[config.mk]
export PLATFORM = sky130hd
export DESIGN_NAME = wb_writeback
export DESIGN_NICKNAME = d
export VERILOG_FILES = /design/src/rtl/wb_writeback.sv
export SDC_FILE = /design/constraint.sdc
export NUM_CORES = 1
export LEC_CHECK = 0
export CAP_MARGIN = 10
export CORE_ASPECT_RATIO = 1.5
export CORE_UTILIZATION = 41
export DETAILED_ROUTE_END_ITERATION = 6
export PLACE_DENSITY = 0.92
export SYNTH_ARGS = -nofsm -noshare
export SYNTH_HDL_FRONTEND = slang
export SYNTH_SLANG_ARGS = --single-unit
[constraint.sdc]
create_clock -name clk -period 2.9 [get_ports clk]
set_input_delay 0.29 -clock clk [delete_from_list [all_inputs] [get_ports clk]]
set_output_delay 0.29 -clock clk [all_outputs]
set_load 0.02 [all_outputs]
[src/rtl/wb_writeback.sv]
// rtl/wb_writeback.sv - LEGv8 writeback stage: latches MEM/WB results, drives the register-file write port
// and stalls the memory stage while load data is outstanding.
module wb_writeback #(
  parameter int WORD     = 64,
  parameter int RETIRE_W = 16
) (
  input  logic                clk,
  input  logic                reset,
  input  logic                valid_in,
  output logic                ready_out,
  input  logic [4:0]          Rd_num_in,
  input  logic [WORD-1:0]     ALU_result,
  input  logic                MemtoReg,
  input  logic                RegWrite_in,
  input  logic                mem_rd_valid,
  input  logic [WORD-1:0]     mem_rd_data,
  output logic [WORD-1:0]     Write_data,
  output logic [4:0]          Write_register,
  output logic                RegWrite,
  output logic                wb_busy,
  output logic [RETIRE_W-1:0] retired_count
);

  typedef enum logic [1:0] {IDLE, WRITE, WAIT_MEM} state_t;

  state_t     state;
  state_t     next_state;
  logic [4:0] pending_rd;
  logic       writes_reg;
  logic       alu_write;
  logic       load_start;
  logic       mem_write;

  // XZR (register 31) is a discard target, so it never produces a write.
  assign writes_reg = RegWrite_in && (Rd_num_in != 5'd31);

  always_ff @(posedge clk or negedge reset) begin
    if (!reset) begin
      state <= IDLE;
    end else begin
      state <= next_state;
    end
  end

  always_comb begin
    next_state = state;
    case (state)
      IDLE, WRITE: begin
        if (valid_in && writes_reg) begin
          next_state = MemtoReg ? WAIT_MEM : WRITE;
        end else begin
          next_state = IDLE;
        end
      end
      WAIT_MEM: begin
        if (mem_rd_valid) begin
          next_state = WRITE;
        end
      end
      default: next_state = IDLE;
    endcase
  end

  always_comb begin
    ready_out  = (state != WAIT_MEM);
    wb_busy    = (state == WAIT_MEM);
    alu_write  = 1'b0;
    load_start = 1'b0;
    mem_write  = 1'b0;
    if (state == WAIT_MEM) begin
      mem_write = mem_rd_valid;
    end else if (valid_in && writes_reg) begin
      alu_write  = !MemtoReg;
      load_start = MemtoReg;
    end
  end

  // Write port and retire counter; data/address hold whenever no write happens.
  always_ff @(posedge clk or negedge reset) begin
    if (!reset) begin
      Write_data     <= '0;
      Write_register <= '0;
      RegWrite       <= 1'b0;
      retired_count  <= '0;
      pending_rd     <= '0;
    end else begin
      RegWrite <= alu_write || mem_write;
      if (alu_write) begin
        Write_data     <= ALU_result;
        Write_register <= Rd_num_in;
      end else if (mem_write) begin
        Write_data     <= mem_rd_data;
        Write_register <= pending_rd;
      end
      if (load_start) begin
        pending_rd <= Rd_num_in;
      end
      if (alu_write || mem_write) begin
        retired_count <= retired_count + RETIRE_W'(1);
      end
    end
  end

endmodule

=== After elaboration in Yosys (flattened, before gate mapping) ===
Index checks and enable logic that the tools add are counted.

* Register bits: 93
* Latch bits: 0
* Memory bits (writable): 0
* ROM bits: 0
* Input bits: 139
* Output and inout bits: 88
* Logic and storage cells: 32
* Memories: 0

* Add/subtract/negate cells: 1
* Multipliers: 0
* Divide/modulo/power cells: 0
* $lt $le $gt $ge: 0
* Equality and inequality tests: 5
* Shift-type cells: 0
* Multiplexer cells: 13
* Bitwise logic cells: 0
* Reduce and logical (&&, ||, !) cells: 7

{| class="wikitable"
|+ Operator list
! operator !! count
|-
| 2-to-1 mux 64 bit || 2
|-
| adder 16 x 1 -> 16 bit, second input constant || 1
|-
| 2-to-1 mux 5 bit || 2
|-
| 2-to-1 mux 2 bit || 3
|-
| 2-to-1 mux 1 bit || 5
|-
| inequality test 5 bit, second input constant || 1
|-
| inequality test 2 bit, second input constant || 2
|-
| one-hot mux 2 bit (2 select lines) || 1
|-
| equality test 2 x 1 -> 1 bit, second input constant || 1
|-
| equality test 2 bit, second input constant || 1
|-
| logical AND 1 bit || 2
|-
| logical NOT 2 bit || 1
|-
| nonzero test 2 bit || 1
|-
| OR reduction 2 bit || 1
|-
| logical NOT 1 bit || 1
|-
| logical OR 1 bit || 1
|}

=== Depth between registers and ports, before layout ===
Gate-level depths: netlist (run 1).

* Word-level depth: 6
* Mapped depth: 9
* Mapped depth without buffers: 6

=== Worst setup path before layout (run 1) ===
OpenSTA, ideal clock, no wires.

* Path type: register -> register
* Start point: reg state[1]
* End point: reg retired_count[1]
* Library setup time: 0.125 ns
* Arrival time: 1.568 ns
* Data required time: 2.775 ns
* Slack: 1.207 ns
* Cell stages (with the launch flop): 8
* Path buffers: 2
* Clock period less this slack: 1.693 ns
* Cell sequence: dfrtp_1 > nand2b_4 > inv_2 > and2_1 > buf_2 > a21oi_2 > buf_6 > mux2_2

* Cells in the longest elaborated chain, start to end: 3
* Elaborated cells between the ends (all ways): 4
* Those cells by class: 1 x eq/ne; 2 x mux; 1 x reduce/logical

{| class="wikitable"
|+ Ends and longest elaborated chain
! element !! line !! RTL
|-
| start, declared || 26 || <nowiki>state_t state;</nowiki>
|-
| start signal, assigned || 41 || <nowiki>state <= next_state;</nowiki>
|-
| equality test 2 bit (*) || n/a ||
|-
| via wb_busy || 20 || <nowiki>output logic wb_busy,</nowiki>
|-
| 2-to-1 mux 1 bit || 70 || <nowiki>if (state == WAIT_MEM) begin</nowiki>
|-
| logical OR 1 bit (*) || 98 || <nowiki>if (alu_write || mem_write) begin</nowiki>
|-
| end signal, assigned || 99 || <nowiki>retired_count <= retired_count + RETIRE_W'(1);</nowiki>
|-
| end, declared || 21 || <nowiki>output logic [RETIRE_W-1:0] retired_count</nowiki>
|}

The timed path passes the listed nets; every way through them passes the cells marked *.
A chain may end at the register's enable or synchronous reset.

=== Worst setup path in the final report (run 1) ===
* Start point: in Rd_num_in[3]
* End point: reg Write_data[57]

* Cells in the longest elaborated chain, start to end: 6
* Elaborated cells between the ends (all ways): 7
* Those cells by class: 1 x eq/ne; 3 x mux; 3 x reduce/logical

{| class="wikitable"
|+ Ends and longest elaborated chain
! element !! line !! RTL
|-
| start, declared || 11 || <nowiki>input logic [4:0] Rd_num_in,</nowiki>
|-
| inequality test 5 bit (*) || 35 || <nowiki>assign writes_reg = RegWrite_in && (Rd_num_in != 5'd31);</nowiki>
|-
| logical AND 1 bit (*) || 35 ||
|-
| logical AND 1 bit (*) || 72 || <nowiki>end else if (valid_in && writes_reg) begin</nowiki>
|-
| 2-to-1 mux 1 bit (*) || 72 ||
|-
| 2-to-1 mux 1 bit (*) || 70 ||
|-
| 2-to-1 mux 64 bit / nonzero test 2 bit (equally long branches) || n/a ||
|-
| end signal, assigned || 89 || <nowiki>Write_data <= ALU_result;</nowiki>
|-
| end signal, assigned || 92 || <nowiki>Write_data <= mem_rd_data;</nowiki>
|-
| end, declared || 17 || <nowiki>output logic [WORD-1:0] Write_data,</nowiki>
|}

Every way passes the cells marked *; elsewhere a longest branch is shown, timed or not.

==> results of run 1 <==
==> final cells by class <==
cell class                 count  share of cell area [%]
clock buffer                  10                    3.58
clock inverter                 6                    1.29
inverter                       4                   0.225
multi-input combinational    272                    22.8
sequential                    93                    34.8
tap                          112                    2.10
timing repair buffer         233                    35.1
==> worst register-to-register path: stages, from the launching register on <==
cell and delay [ns]:
dfrtp_1 0.43, nand2b_4 0.14, inv_2 0.05, and2_2 0.21, a21oi_4 0.46, buf_4 0.48
nand2_1 0.15, nand2_1 0.10
==> report_power, final <==
part | internal [W] | switching, W | leakage [nW] | total [W]
registers | 0.00160 | 0.000203 | 1.16 | 0.00180
clock network | 0.000776 | 0.000474 | 0.158 | 0.00125
logic | 0.000821 | 0.000829 | 1.75 | 0.00165
total | 0.00320 | 0.00151 | 3.07 | 0.00470
==> routing by layer <==
layer / global-route usage, % / vias up
met3: 5.13 / 25
met5: 0 / -
met2: 42.8 / 177
met1: 26.9 / 1822
li1: - / 1786
met4: 12.2 / 0
==> synthesized netlist by cell type, drive strengths merged <==
cell    instances  area, sq um
ha              1         12.5
nor4            2         27.5
o22ai           1         6.26
a21o            1         7.51
nand2         149          559
nand4           1         6.26
buf            19          106
and2            2         12.5
dfrtp          93         2330
nand2b          1         13.8
nor3            6         30.0
nor2            4         15.0
xnor2           3         26.3
nor4b           1         8.76
o21ai           1         5.00
a21oi           2         13.8
mux2            6         67.6
clkbuf          6         22.5
inv             4         15.0
a211oi          1         20.0
and4            2         21.3
nand3           5         25.0
a22oi          69          518
nor3b           1         7.51
and3            1         6.26
xor2           12          105
==> final timing paths <==
check	from	endpoint	slack, ns	depth (start not counted)
max in group asynchronous	reset	state[1]	1.83	3
worst max register to register	state[1]	Write_data[57]	0.83	7
worst min register to register	Write_data[25]	Write_data[25]	0.47	2
worst min-delay path	reset	Write_data[1]	0.44	2
worst max-delay path	Rd_num_in[3]	Write_data[57]	0.80	7
min in group clk	Write_data[25]	Write_data[25]	0.47	2
==> timing repair <==
item / 4_1_cts / 5_1_grt
setup endpoints to repair: 0 / 0
endpoints found under the hold margin: 0 / 21
hold buffers: 0 / 1
==> state kept, by name (all words and copies together), names as in the netlist <==
name            flops
Write_data         64
retired_count      16
Write_register      5
pending_rd          5
state               2
RegWrite            1
==> metrics by stage <==
stage / std cells / total power [W]
detailed placement: 712 / 0.00347
global route: 730 / 0.00494
floorplan: 394 / 0.00252
global placement: 712 / 0.00341
finish: 730 / 0.00470
CTS: 728 / 0.00473
==> cell usage in the layout (no fill, tap or decap), types with 2 or more instances in the layout <==
master,n
mux2_2,6
nor3_1,6
a22oi_1,69
nand2_1,149
bufinv_16,2
clkbuf_16,9
inv_1,3
buf_4,5
nand3_1,5
and2_2,2
xnor2_1,3
clkinv_2,2
nor2_1,4
clkdlybuf4s50_1,225
xor2_1,12
dfrtp_1,93
==> kinds of logic (layout without fill, tap and decap cells) <==
group	Yosys count	count (layout)	synth area share, %
AND/OR/NAND/NOR	175	175	18.4
adder cells (fa/ha/maj)	1	1	0.314
XOR/XNOR	15	15	3.30
multiplexers	6	6	1.69
buffers and inverters	29	253	3.61
AO/OA/AOI/OAI	75	75	14.3
flip-flops	93	93	58.4
==> metrics, run 1 <==
status=completed; final worst setup slack=~0.8 ns; wire length on met2=~6.7 mm; # resized after CTS=0; delay-heaviest family, CP=buffers and inverters; critical path class=in2reg; Tot GR Track Use=~24%; Max stage delay on crit path=approximately 0.52 ns; Max-Cap Viols=0; # rows=43; maximum clock insertion buffer count=2; Starting Density=between 40% and 50%; Setup crit start kind=input pin; Post-Route Hold Slack=between 0.4 and 0.5 ns; crit path DAT=around 2.4 ns; CP Capture Type=flip-flop; dpl hpwl=9.00 mm; Pleak=just over 3 nW; CTS tree=done; die area=~10000 sq um; WL final=approximately 12 mm; Layout Skew=around 0.0047 ns; Antenna Nets Post-Route=0; Slew Limit Fails=0; global route overflow=0; layout cells sized above 1=under 10%; DIE HEIGHT=around 120 microns; period utilisation layout=between 70 and 80%; #FFs+latches synth=just over 90; post-synthesis sequential area ratio=58.4%; Setup Fix Bufs, Post-CTS=0; CP required=roughly 3.2 ns; I/O pins=227; drt pass-1 iters=6; Synth Warn #=0; Mapped Area=between 3000 and 4000 sq um; placed cell area=~6300 sq um; slowest library cell on the worst path=clkdlybuf4s50_1; Finished Cell Area=roughly 6700 sq um; fmax=475 MHz; TritonCTS Buffers=9; maximum VDD drop=~0.00047 V; area of the multi-input gates=roughly 1500 sq um; unrepaired setup endpoints after global routing=false; highest routed metal layer=met4; root buf cell=clkbuf_16; final setup TNS=0 ns; Syn Nets=534; die width=about 83 microns; unique cell type count in the Yosys netlist=32; post-synthesis cell count=a little under 400; Sink Count=93; Final min period=2.10 ns; DR WL/cell=between 15 and 20 microns; fin nets=around 750; dpl ws=between 0.4 and 0.5 ns; antenna violations before repair=0; met3 routed WL=887 microns; Worst-Skew Late Latency=0.34 ns; FILL cells=640; CP cell instances=clkdlybuf4s50_1 > and4_4 > a211oi_4 > a21oi_4 > buf_4 > nand2_1 > nand2_1; Finished Core Util=71.4%; vias in the first global route=roughly 3700; via-per-instance ratio=5.22; Hold Violations, Final=0; Post-Syn Area per Cell=10.1 sq um; Residual DRC=0; Power Density=about 700 nW/um^2; CTS clock-pin slew for the worst setup and hold paths=roughly 0.070 ns; Crit path top cell by count=nand2_1; vias=~3800; Slew HR=between 50% and 60%; Core ar.=9360 sq um; RePlAce Congestion=0.807; largest net degree at the start of global routing=94; M1 wire length=roughly 4.4 mm; Slew @ Worst Pin=~0.74 ns; Sequential Area=between 2000 and 2500 sq um; Hold Crit Class=in2async; input/output buffers=~230; Worst Path Buf+Inv=2; Final setup violation count=0; CP Max Fanout=between 40 and 50; # diodes=0; H-tree Lvls=3; First DRT Iteration DRCs=228; Area Growth Syn to Fin=67.6%; first-pass GRT wire length=approximately 18 mm
(Power assumes the default switching activity.)
==> run 2, diff against run 1 <==
--- a/config.mk
+++ b/config.mk
@@ -7,9 +7,9 @@
 export LEC_CHECK = 0
 export CAP_MARGIN = 10
 export CORE_ASPECT_RATIO = 1.5
-export CORE_UTILIZATION = 41
+export CORE_UTILIZATION = 35
 export DETAILED_ROUTE_END_ITERATION = 6
-export PLACE_DENSITY = 0.92
+export PLACE_DENSITY = 0.84
 export SYNTH_ARGS = -nofsm -noshare
 export SYNTH_HDL_FRONTEND = slang
 export SYNTH_SLANG_ARGS = --single-unit
==> constraint.sdc (replaced) <==
create_clock -name clk -period 1.8 [get_ports clk]
set_input_delay 0.18 -clock clk [delete_from_list [all_inputs] [get_ports clk]]
set_output_delay 0.18 -clock clk [all_outputs]
set_load 0.02 [all_outputs]
==> run 2 against run 1 <==
Register-to-register slack got worse by 0.72 ns. First-iteration DRC count decreased by 40%. Critical path type is now reg2out. Sequential power up 61%. Clock power increased by 57%. Flip-flop and latch count stayed put. Die area grew 17%. Via count rose by 2.0%. Non-clock buffer count is 15 higher. Clock skew up 0.0031 ns. Clock-buffer cell count rose by 2. Highest routed layer unchanged. Power increased by 61%.
==> metrics, run 2 (same netlist as run 1, synthesis figures left out) <==
largest net degree at the start of global routing=43 (-54%); Max stage delay on crit path=0.64 ns (+0.12 ns); via-per-instance ratio=4.97 (-4.8%); Pleak=3.16 nW (+2.7%); global route overflow=0 (unchanged); slowest library cell on the worst path=clkdlybuf4s50_1; period utilisation layout=between 90% and 100%; critical path class=reg2out; Worst-Skew Late Latency=0.33 ns (about the same); maximum VDD drop=0.000597 V (+26%); Reg2Reg Setup Slack=0.11 ns (-0.72 ns); Slew @ Worst Pin=0.496 ns (-0.239 ns); Power Density=1100 nW/um^2 (+57%); drt pass-1 iters=5 (-1); Top reg by flops=Write_data; die area=11800 sq um (+17%); Sink Count=93 (unchanged); crit path DAT=1.56 ns (-0.82 ns); input/output buffers=226 (unchanged); CTS tree=done; Tot GR Track Use=20.7% (-3.5 points); Final min period=around 1.7 ns; layout cells sized above 1=8.52% (+2.4 points); most common cell after layout, fill and taps aside=clkdlybuf4s50_1; fmax=574 MHz; dpl ws=-0.176 ns (-0.649 ns); Core ar.=11100 sq um (+18%); Antenna Nets Post-Route=0 (unchanged); FILL cells=916 (+43%); die width=89.1 microns (+8.0%); Slew HR=66.9% (+16 points); Critical R2R Launch=state[1]; reg2reg end=retired_count[1]; TritonCTS Buffers=9 (unchanged); Hold Violations, Final=0 (unchanged); CP Max Fanout=7 (-83%); worst r2r path cells=6 (-1); first-pass GRT wire length=18.7 mm (+4.0%); Slew Limit Fails=0 (unchanged); root buf cell=clkbuf_16; max reg flops=64 (unchanged); Final setup violation count=0 (unchanged); status=completed; CP required=1.62 ns (-1.56 ns); unrepaired setup endpoints after global routing=false; CTS clock-pin slew for the worst setup and hold paths=0.06 ns (about the same); H-tree Lvls=3 (unchanged); Hold Crit Class=in2async; antenna violations before repair=1 (+1); Max-Cap Viols=0 (unchanged); maximum clock insertion buffer count=2 (unchanged); I/O pins=227 (unchanged); most frequent cells in the layout=clkdlybuf4s50_1 (224), nand2_1 (148), dfrtp_1 (93); Starting Density=36.1% (-6.5 points); vias=3885 (+2.0%); RePlAce Congestion=0.802 (-0.59%); final worst setup slack=0.0593 ns (-0.737 ns); CP Capture Type=output pin; Residual DRC=0 (unchanged); vias in the first global route=4017 (+8.6%); Layout Skew=0.00784 ns (+0.00310 ns); DR WL/cell=15.7 microns (-7.4%); biggest regs=Write_data: 64 flops, retired_count: 16 flops; Area Growth Syn to Fin=72.3%; CP cell instances=nand2b_4 > clkdlybuf4s50_1; DIE HEIGHT=133 microns (+8.1%); WL final=12.3 mm (-0.78%); # rows=47 (+9.3%); First DRT Iteration DRCs=136 (-40%); fin nets=769 (+2.1%); dpl hpwl=9.40 mm (+4.5%); Setup crit start kind=flip-flop; Finished Core Util=62.1% (-9.2 points)
-- run 2: cell type report --
cell class                      count  area, sq um  share of cell area (%)
Timing Repair Buffer              248         2480                    36.1
Sequential cell                    93         2330                    33.9
Multi-Input combinational cell    273         1550                    22.6
Clock buffer                       12          236                    3.44
Tap cell                          147          184                    2.68
Clock inverter                      4         72.6                    1.06
Inverter                            4         15.0                   0.219
Antenna cell                        1         2.50                  0.0364
-- run 2: metal layers --
metal	vias to the layer above	share of wire, %	GRT usage, %
met5	-	0	0
met4	0	4.2	11.9
met3	38	6.7	3.87
met2	168	54	38.1
met1	1859	35	20.9
li1	1820	-	-
-- run 2: where the power goes --
group / internal, W / switching [W]
registers: 0.00258 / 0.000305
clock network: 0.00122 / 0.000745
logic: 0.00137 / 0.00135
-- run 2: stage by stage --
| step | TNS (ns) | hold WS [ns] | total power (W) | cells | instance area (sq um) |
|---|---|---|---|---|---|
| after floorplan | 0 | -0.116 | 0.00406 | 394 | 3990 |
| after global placement | -6.46 | 0.181 | 0.00555 | 761 | 6500 |
| after detailed placement | -9.41 | 0.184 | 0.00565 | 761 | 6500 |
| after CTS | 0 | 0.371 | 0.00764 | 778 | 6820 |
| after global routing | 0 | 0.412 | 0.00795 | 781 | 6860 |
| final | 0 | 0.359 | 0.00757 | 782 | 6870 |
-- run 2: worst max path at each step --
| stage | start | to | cells past startpoint |
|---|---|---|---|
| global placement | Rd_num_in[4] | retired_count[9] | 7 |
| finish | state[1] | ready_out | 2 |
| CTS | state[0] | wb_busy | 3 |
| floorplan | state[1] | retired_count[1] | 7 |
| detailed placement | Rd_num_in[3] | retired_count[15] | 6 |
| global route | retired_count[6] | retired_count[15] | 5 |
-- run 2: critical path: cells and delay by family, from the launching register on --
family | cells | cell delay, ns
buffers and inverters | 1 | 0.64
DFF | 1 | 0.43
and+or+nand+nor | 1 | 0.16
-- run 2: timing repair --
item	in CTS	in global routing
buffers inserted	0	2
hold buffers	1	0
resized for setup	0	4
endpoints found under the setup margin	0	61
endpoints found under the hold margin	35	0
==> run 3, diff against run 2 <==
--- a/config.mk
+++ b/config.mk
@@ -10,6 +10,8 @@
 export CORE_UTILIZATION = 35
 export DETAILED_ROUTE_END_ITERATION = 6
 export PLACE_DENSITY = 0.84
+export SKIP_CTS_REPAIR_TIMING = 1
 export SYNTH_ARGS = -nofsm -noshare
 export SYNTH_HDL_FRONTEND = slang
 export SYNTH_SLANG_ARGS = --single-unit
+export TNS_END_PERCENT = 50
==> run 3 against run 2 <==
Via count is 0.21% lower. First-iteration DRC count down 17%. Clock-buffer cell count unchanged. Combinational power barely moved. Global-route usage is essentially flat. Core utilization is the same. Flip-flop and latch count did not move.
==> metrics, run 3 (same netlist as run 1, synthesis figures left out) <==
layout cells sized above 1=8.52% (unchanged); Slew @ Worst Pin=0.495 ns (-0.00148 ns); DIE HEIGHT=133 microns (unchanged); most common cell after layout, fill and taps aside=clkdlybuf4s50_1; vias=3877 (-0.21%); Antenna Nets Post-Route=0 (unchanged); delay-heaviest family, CP=buffers and inverters; Top reg by flops=Write_data; Power Density=1100 nW/um^2 (about the same); FILL cells=916 (unchanged); CP Capture Type=output pin; highest routed metal layer=met4; biggest regs=Write_data: 64 flops, retired_count: 16 flops; Tot GR Track Use=20.7% (-0.026 points); Worst Path Buf+Inv=1 (unchanged); Reg2Reg Setup Slack=0.10 ns (about the same); maximum clock insertion buffer count=2 (unchanged); M1 wire length=4.33 mm (+1.1%); WP depth=2 (unchanged); root buf cell=clkbuf_16; Sink Count=93 (unchanged); Final Power=0.00757 W (about the same); Max-Cap Viols=0 (unchanged); Hold Crit Class=in2async; met3 routed WL=790 microns (-4.1%); largest net degree at the start of global routing=43 (unchanged); die area=11800 sq um (unchanged); H-tree Lvls=3 (unchanged); via-per-instance ratio=4.96 (-0.21%); status=completed; Area Growth Syn to Fin=72.3% (unchanged); WL final=12.3 mm (+0.17%); vias in the first global route=4003 (-0.35%); crit path DAT=1.56 ns (about the same); first-pass GRT wire length=18.7 mm (-0.14%); drt pass-1 iters=5 (unchanged); Residual DRC=0 (unchanged); Layout Skew=0.00760 ns (-0.000247 ns); Critical R2R Launch=state[1]; most frequent cells in the layout=clkdlybuf4s50_1 (224), nand2_1 (148), dfrtp_1 (93); critical path class=reg2out; Critical Path Source=state[1]; RePlAce Congestion=0.802 (unchanged); CTS clock-pin slew for the worst setup and hold paths=0.06 ns (about the same); First DRT Iteration DRCs=113 (-17%); Final setup violation count=0 (unchanged); antenna violations before repair=1 (unchanged); TritonCTS Buffers=9 (unchanged); slowest library cell on the worst path=clkdlybuf4s50_1; Worst-Skew Late Latency=0.33 ns (about the same); global route overflow=0 (unchanged); input/output buffers=226 (unchanged); # rows=47 (unchanged); worst r2r path cells=6 (unchanged); CP Max Fanout=7 (unchanged); DR WL/cell=15.7 microns (+0.17%); Slew Limit Fails=0 (unchanged); CP cell instances=nand2b_4 > clkdlybuf4s50_1; Finished Cell Area=6870 sq um (unchanged); fin nets=769 (unchanged); Starting Density=36.1% (unchanged); maximum VDD drop=0.000597 V (about the same); unrepaired setup endpoints after global routing=false; Setup crit start kind=flip-flop; Pleak=3.16 nW (unchanged); dpl hpwl=9.40 mm (unchanged); CP required=1.62 ns (about the same); Max stage delay on crit path=0.64 ns (about the same); Final min period=1.74 ns (+0.00107 ns); wire length on met2=6.68 mm (+0.54%); Slew HR=67.0% (+0.098 points); die width=89.1 microns (unchanged); Hold Violations, Final=0 (unchanged); fmax=574 MHz (about the same); max reg flops=64 (unchanged); I/O pins=227 (unchanged); Core ar.=11100 sq um (unchanged); CTS tree=done; placed cell area=6500 sq um (unchanged); period utilisation layout=96.8% (about the same)
run 3: cell counts in the layout (fill, tap and decap cells not counted):
Identical to the previous run, type by type.
run 3: worst paths after layout:
kind | end
hold / removal | retired_count[8]
max in group asynchronous | Write_data[36]
setup / recovery | ready_out
hold reg to reg | Write_data[43]
setup reg to reg | retired_count[1]
min in group clk | state[1]
run 3: layout make-up:
| cell class | count | area [sq um] | share of cell area [%] |
|---|---|---|---|
| antenna | 1 | 2.50 | 0.0364 |
| clock buffer | 12 | 236 | 3.44 |
| clock inverter | 4 | 72.6 | 1.06 |
| inverter | 4 | 15.0 | 0.219 |
| multi-input combinational | 273 | 1550 | 22.6 |
| sequential | 93 | 2330 | 33.9 |
| tap | 147 | 184 | 2.68 |
| timing repair buffer | 248 | 2480 | 36.1 |
run 3: metrics by stage:
step	hold slack (ns)	setup WS [ns]	util [%]	setup TNS, ns	instances
global placement	0.181	-0.125	58.8	-6.46	761
CTS	-0.175	0.0128	61.6	0	777
floorplan	-0.116	0.107	-	0	394
global route	0.412	0.000595	62.1	0	781
detailed placement	0.184	-0.176	58.8	-9.41	761
finish	0.358	0.0582	62.1	0	782
run 3: power breakdown:
group | internal [W] | switching (W) | leakage (nW)
Sequential | 0.00258 | 0.000306 | 1.16
Clock | 0.00122 | 0.000742 | 0.147
Combinational | 0.00137 | 0.00135 | 1.85
run 3: metal layers:
metal  up-vias  track usage, %
met5         -               0
met1      1859            21.0
met3        34            3.81
li1       1821               -
met2       163            38.3
met4         0            11.4
